--- src/rtl/mode_select.sv ---
// mode_select: push-button front end for the mode-driven counter.
// Synchronizes a raw button, debounces it, and toggles a registered mode
// level once per accepted press, with a one-cycle press strobe.
//
// state  | meaning
// -------+---------------------------------------------------------
// IDLE   | debounced level low, synchronized input low
// DEB_HI | input high, counting toward accepting a press
// HELD   | debounced level high, press already accepted
// DEB_LO | input low, counting toward accepting the release
module mode_select #(
   parameter int   STABLE_CYCLES = 4,
   parameter logic RESET_MODE    = 1'b0
) (
   input  logic clk,
   input  logic reset,
   input  logic btn,
   input  logic lock,
   output logic mode,
   output logic press_pulse,
   output logic btn_db
);

   localparam int CNT_W = $clog2(STABLE_CYCLES);
   localparam logic [CNT_W-1:0] CNT_MAX = CNT_W'(STABLE_CYCLES - 1);

   localparam logic [1:0] IDLE   = 2'd0;
   localparam logic [1:0] DEB_HI = 2'd1;
   localparam logic [1:0] HELD   = 2'd2;
   localparam logic [1:0] DEB_LO = 2'd3;

   logic             s1_q, s2_q;
   logic [CNT_W-1:0] cnt_q, cnt_d;
   logic             btn_db_q, btn_db_d;
   logic [1:0]       state_q, state_d;
   logic             mode_q, mode_d;
   logic             press_pulse_q, press_pulse_d;
   logic             accept;

   // Two-flop synchronizer for the asynchronous button input.
   always_ff @(posedge clk or posedge reset) begin
      if (reset) begin
         s1_q <= 1'b0;
         s2_q <= 1'b0;
      end else begin
         s1_q <= btn;
         s2_q <= s1_q;
      end
   end

   // Debounce counter: any agreement with the debounced level clears it, so
   // short glitches restart the count rather than pausing it.
   always_comb begin
      cnt_d    = cnt_q;
      btn_db_d = btn_db_q;
      if (s2_q == btn_db_q) begin
         cnt_d = '0;
      end else if (cnt_q == CNT_MAX) begin
         btn_db_d = s2_q;
         cnt_d    = '0;
      end else begin
         cnt_d = cnt_q + CNT_W'(1);
      end
   end

   // Press FSM next state; a press is accepted on the DEB_HI expiry edge.
   always_comb begin
      state_d = state_q;
      accept  = 1'b0;
      case (state_q)
         IDLE: begin
            if (s2_q) state_d = DEB_HI;
         end
         DEB_HI: begin
            if (!s2_q) begin
               state_d = IDLE;
            end else if (cnt_q == CNT_MAX) begin
               state_d = HELD;
               accept  = 1'b1;
            end
         end
         HELD: begin
            if (!s2_q) state_d = DEB_LO;
         end
         DEB_LO: begin
            if (s2_q) begin
               state_d = HELD;
            end else if (cnt_q == CNT_MAX) begin
               state_d = IDLE;
            end
         end
         default: state_d = IDLE;
      endcase
   end

   // Output next values; lock only matters on the accepting edge.
   always_comb begin
      press_pulse_d = accept;
      mode_d        = mode_q;
      if (accept && !lock) mode_d = ~mode_q;
   end

   // State, debounce and output registers.
   always_ff @(posedge clk or posedge reset) begin
      if (reset) begin
         cnt_q         <= '0;
         btn_db_q      <= 1'b0;
         state_q       <= IDLE;
         mode_q        <= RESET_MODE;
         press_pulse_q <= 1'b0;
      end else begin
         cnt_q         <= cnt_d;
         btn_db_q      <= btn_db_d;
         state_q       <= state_d;
         mode_q        <= mode_d;
         press_pulse_q <= press_pulse_d;
      end
   end

   assign mode        = mode_q;
   assign press_pulse = press_pulse_q;
   assign btn_db      = btn_db_q;

endmodule

--- config.mk ---
export PLATFORM = sky130hd
export DESIGN_NAME = mode_select
export DESIGN_NICKNAME = d
export VERILOG_FILES = /design/src/rtl/mode_select.sv
export SDC_FILE = /design/constraint.sdc
export NUM_CORES = 1
export LEC_CHECK = 0
export CAP_MARGIN = 20
export CELL_PAD_IN_SITES_DETAIL_PLACEMENT = 0
export CELL_PAD_IN_SITES_GLOBAL_PLACEMENT = 2
export CORE_AREA = 4 4 41 43
export DETAILED_ROUTE_END_ITERATION = 7
export DIE_AREA = 0 0 45 47
export PLACE_DENSITY_LB_ADDON = 0.3
export RECOVER_POWER = 25
export SLEW_MARGIN = 10
export SYNTH_ARGS = -nofsm -noshare
export SYNTH_HDL_FRONTEND = slang
export SYNTH_SLANG_ARGS = --single-unit
--- constraint.sdc ---
create_clock -name clk -period 3.4 [get_ports clk]
set_input_delay 0.34 -clock clk [delete_from_list [all_inputs] [get_ports clk]]
set_output_delay 0.34 -clock clk [all_outputs]
set_load 0.03 [all_outputs]
[Yosys cells after proc, flatten, opt, wreduce, memory -nomap -nowiden]
Cells that the tools add are included.
Cells by class
  add/sub/neg operators: 1
  $mul: 0
  div/mod/pow operators: 0
  magnitude comparators: 0
  equal/unequal tests: 9
  shift operators: 0
  muxes and demuxes: 12
  bitwise operators: 2
  reduce and logical (&&, ||, !) cells: 5
Operator list (count)
  2-to-1 mux 2 bit: 8
  one-hot mux 2 bit (4 select lines): 1
  == test 2 bit, second input constant: 3
  != test 3 bit, second input constant: 2
  != test 2 bit, second input constant: 2
  AND reduction 4 bit: 1
  2-to-1 mux 1 bit: 3
  adder 2 x 1 -> 2 bit, second input constant: 1
  == test 2 x 1 -> 1 bit, second input constant: 1
  zero test 2 bit: 1
  inverter 1 bit: 2
  AND reduction 2 bit: 1
  == test 1 bit: 1
  logical AND 1 bit: 1
  zero test 1 bit: 1
Word-level totals
  register bits: 9
  latch bits: 0
  bits in writable memories: 0
  memory bits (read-only): 0
  bits of input ports: 4
  output and inout port bits: 3
  logic and storage cells: 36
  memories: 0

[Logic depth before layout (Yosys ltp)]
  word-level depth: 5
  mapped depth: 4
  gate-level depth less buffers: 4

[Worst setup path after synthesis]
OpenSTA, ideal clock, no wires.
  path type: flip-flop to flip-flop
  from: register cnt_q[0]
  to: register mode_q (netlist: mode)
  library setup time: 0.132 ns
  data arrival time: 0.966 ns
  required time: 3.268 ns
  path slack: 2.302 ns
  stages on the path, launching flop included: 5
  buffers on the path: 0
  clock period less this slack: 1.098 ns
  cell sequence: dfrtp_1 -> ha_1 -> and4b_4 -> nand2b_4 -> xnor2_2
Between the ends
  longest elaborated chain between the ends: 5
RTL lines
  from (decl): line 33  | logic [CNT_W-1:0] cnt_q, cnt_d;
  from (signal assigned): line 112  | cnt_q <= cnt_d;
  == test 2 bit: line 77  | end else if (cnt_q == CNT_MAX) begin
  2-to-1 mux 1 bit: line 77
  2-to-1 mux 1 bit: line 75  | if (!s2_q) begin
  2-to-1 mux 1 bit: line 70  | case (state_q)
  net accept: line 38  | logic accept;
  logical AND 1 bit: line 100  | if (accept && !lock) mode_d = ~mode_q;
  to (signal assigned): line 115  | mode_q <= mode_d;
  to (decl): line 36  | logic mode_q, mode_d;
The timed path passes the listed nets, and every way through them passes these cells.
A chain may end at the register's enable or synchronous reset.

[Worst setup path after layout]
  from: register mode_q (netlist: mode)
  to: output mode
RTL lines
  to (decl): line 19  | output logic mode,
No word-level cell between the ends.

==> qor.csv <==
metric;value;unit
post-route-util;37.2;%
crit_required;3.06;ns
synth_area_per_cell;14.5;um^2
reg2reg_slack;2.21;ns
period_needed;1.68;ns
synth_cells;27;
cpPeakStageDelay;0.69;ns
crit_path_top_delay_cell;clkdlybuf4s50_1;
r2r_start;cnt_q[0]$_DFF_PP0_;
port_buffers;6;
report.final.hold_viol_count;0;
drc_errors;0;
critPathLaunch;mode$_DFFE_PP0P_;
rsz0062_at_grt;false;
synth_top_area_cell;dfrtp_1;
max_freq;595;MHz
ff_latch_area;225;um^2
clock_path_buffers;2;
yosysTopAreaCellShare;57.7;%
yosys.cell_types.count;16;
drive_above_1_share;25.0;%
drv_slew;0;
nNetsFinal;43;
overflow;0;
worstPathCellList;clkdlybuf4s50_1;
die-width;45;um
nFillCells;133;
num_rows;13;
area_growth_syn_to_layout;24.0;%
path_delay_family;buffers and inverters;
worst_pin_slew;0.333;ns
cts_hold_buf;0;
dpl_worst_slack;1.98;ns
ys_ff_latch;9;
grt_pass1_vias;233;
num_antenna_cells;0;
cts_root_buf;clkbuf_4;
pin_count;7;
worst_hold_path_type;reg -> reg;
seq_area_frac_synth;57.7;%
fin_tns_setup;0;ns
dr_total_vias;214;
cts_tree;built;
grt_max_degree;10;
min_to;s2_q$_DFF_PP0_;
worstSetupPathType;reg -> out;
firstDrtPassIters;2;
clock_sinks;9;
clock_latency;0.25;ns
p_leak;0.000221;uW
h-tree-depth;1;
synthTopCellsByArea;dfrtp_1 (58%), ha_1 (6.4%), xnor2_1 (4.5%);
clk_pin_slew;0.06;ns
final_common_cell;dfrtp_1;
layout_common_cells;dfrtp_1 (9), clkdlybuf4s50_1 (4), clkbuf_4 (3);
gp_congestion;0.661;
postCtsSetupRepairBufs;0;
ant_nets;0;
core_area;1300;um^2
fp.dieArea;2120;um^2
drtIter0Drc;1;
cp_data_arrival_time;1.34;ns
crit_path_end_kind;primary output;
hold_depth;0;
vias_per_cell;4.20;
power_density;712;nW/um^2
die_h;47;um
synth_nets;33;
worst_slack;1.72;ns
syn_area;390;um^2
vdd_drop_max;0.285;mV
path_buf_inv;1;
cp-start-kind;register;
multi_input_area;150;um^2
track_usage;7.59;%
r2r_cells;4;
slew_headroom;77.8;%
min_period_over_period;49.4;%
cts_buffers;3;
skew;0.00150;ns
antenna_found_initial;0;
initial_utilization;30.0;%
finalSetupViolCount;0;
outcome;finished clean;
drt_wl_total;611;um
worstHoldStart;s1_q$_DFF_PP0_;
postCtsResizedCells;0;
hpwl;491;um
wl_per_cell;12.0;um
crit_fanout;2;
ys_warn_count;0;
grt_pass1_wl;1.04;mm
max_cap_violations;0;
r2r_end;mode$_DFFE_PP0P_;
logic make-up after synthesis:
logic type	synth area share (%)
AO/OA/AOI/OAI	4.81
XOR/XNOR	8.66
flip-flops	57.7
multiplexers	6.73
buffers and inverters	3.85
adder cells (fa/ha/maj)	6.41
AND/OR/NAND/NOR	11.9
synthesized netlist by cell type:
master    number
nor2_1         1
dfrtp_1        9
xnor2_2        1
a21oi_1        2
ha_1           2
nor3_1         1
nand2_1        1
and4b_4        1
a21oi_2        1
mux2_4         1
buf_6          1
nand2b_4       1
nor2b_1        1
inv_1          1
mux2_2         1
xnor2_1        2
area by class of cell:
| cell class | count | share of cell area (%) |
|---|---|---|
| clock buffers | 4 | 5.43 |
| inverters | 1 | 0.775 |
| multi-input cells | 16 | 31.0 |
| flip-flops and latches | 9 | 46.5 |
| well taps | 15 | 3.88 |
| repair buffers | 6 | 12.4 |
through the flow:
step | instances | hold WS [ns] | area [um^2] | power (uW)
2_1_floorplan | 27 | 0.168 | 390 | 229
3_3_place_gp | 47 | 0.335 | 458 | 263
3_5_place_dp | 47 | 0.338 | 458 | 269
4_1_cts | 51 | 0.349 | 484 | 353
5_1_grt | 51 | 0.359 | 484 | 368
6_report | 51 | 0.349 | 484 | 345
metal layers:
layer	up-vias	wire, um	track usage, %
li1	108	-	-
met1	101	249	8.22
met4	0	0	7.02
met5	-	0	0
met3	0	44	3.07
met2	5	317	11.3
where the power goes:
| part | internal [uW] | total, uW | leakage (uW) | switching, uW |
|---|---|---|---|---|
| logic | 56.0 | 108 | 0.0000926 | 51.9 |
| clock network | 45.1 | 81.2 | 0.0000150 | 36.0 |
| registers | 133 | 156 | 0.000113 | 22.6 |
| total | 234 | 345 | 0.000221 | 111 |
how the worst max path moves through the flow:
stage / slack (ns) / endpoint / cells after the start
2_1_floorplan: 2.30 / mode$_DFFE_PP0P_ / 4
3_3_place_gp: 2.01 / mode / 1
3_5_place_dp: 1.98 / mode / 1
4_1_cts: 1.69 / mode / 1
5_1_grt: 1.68 / mode / 1
6_report: 1.72 / mode / 1
(Power assumes the default switching activity.)
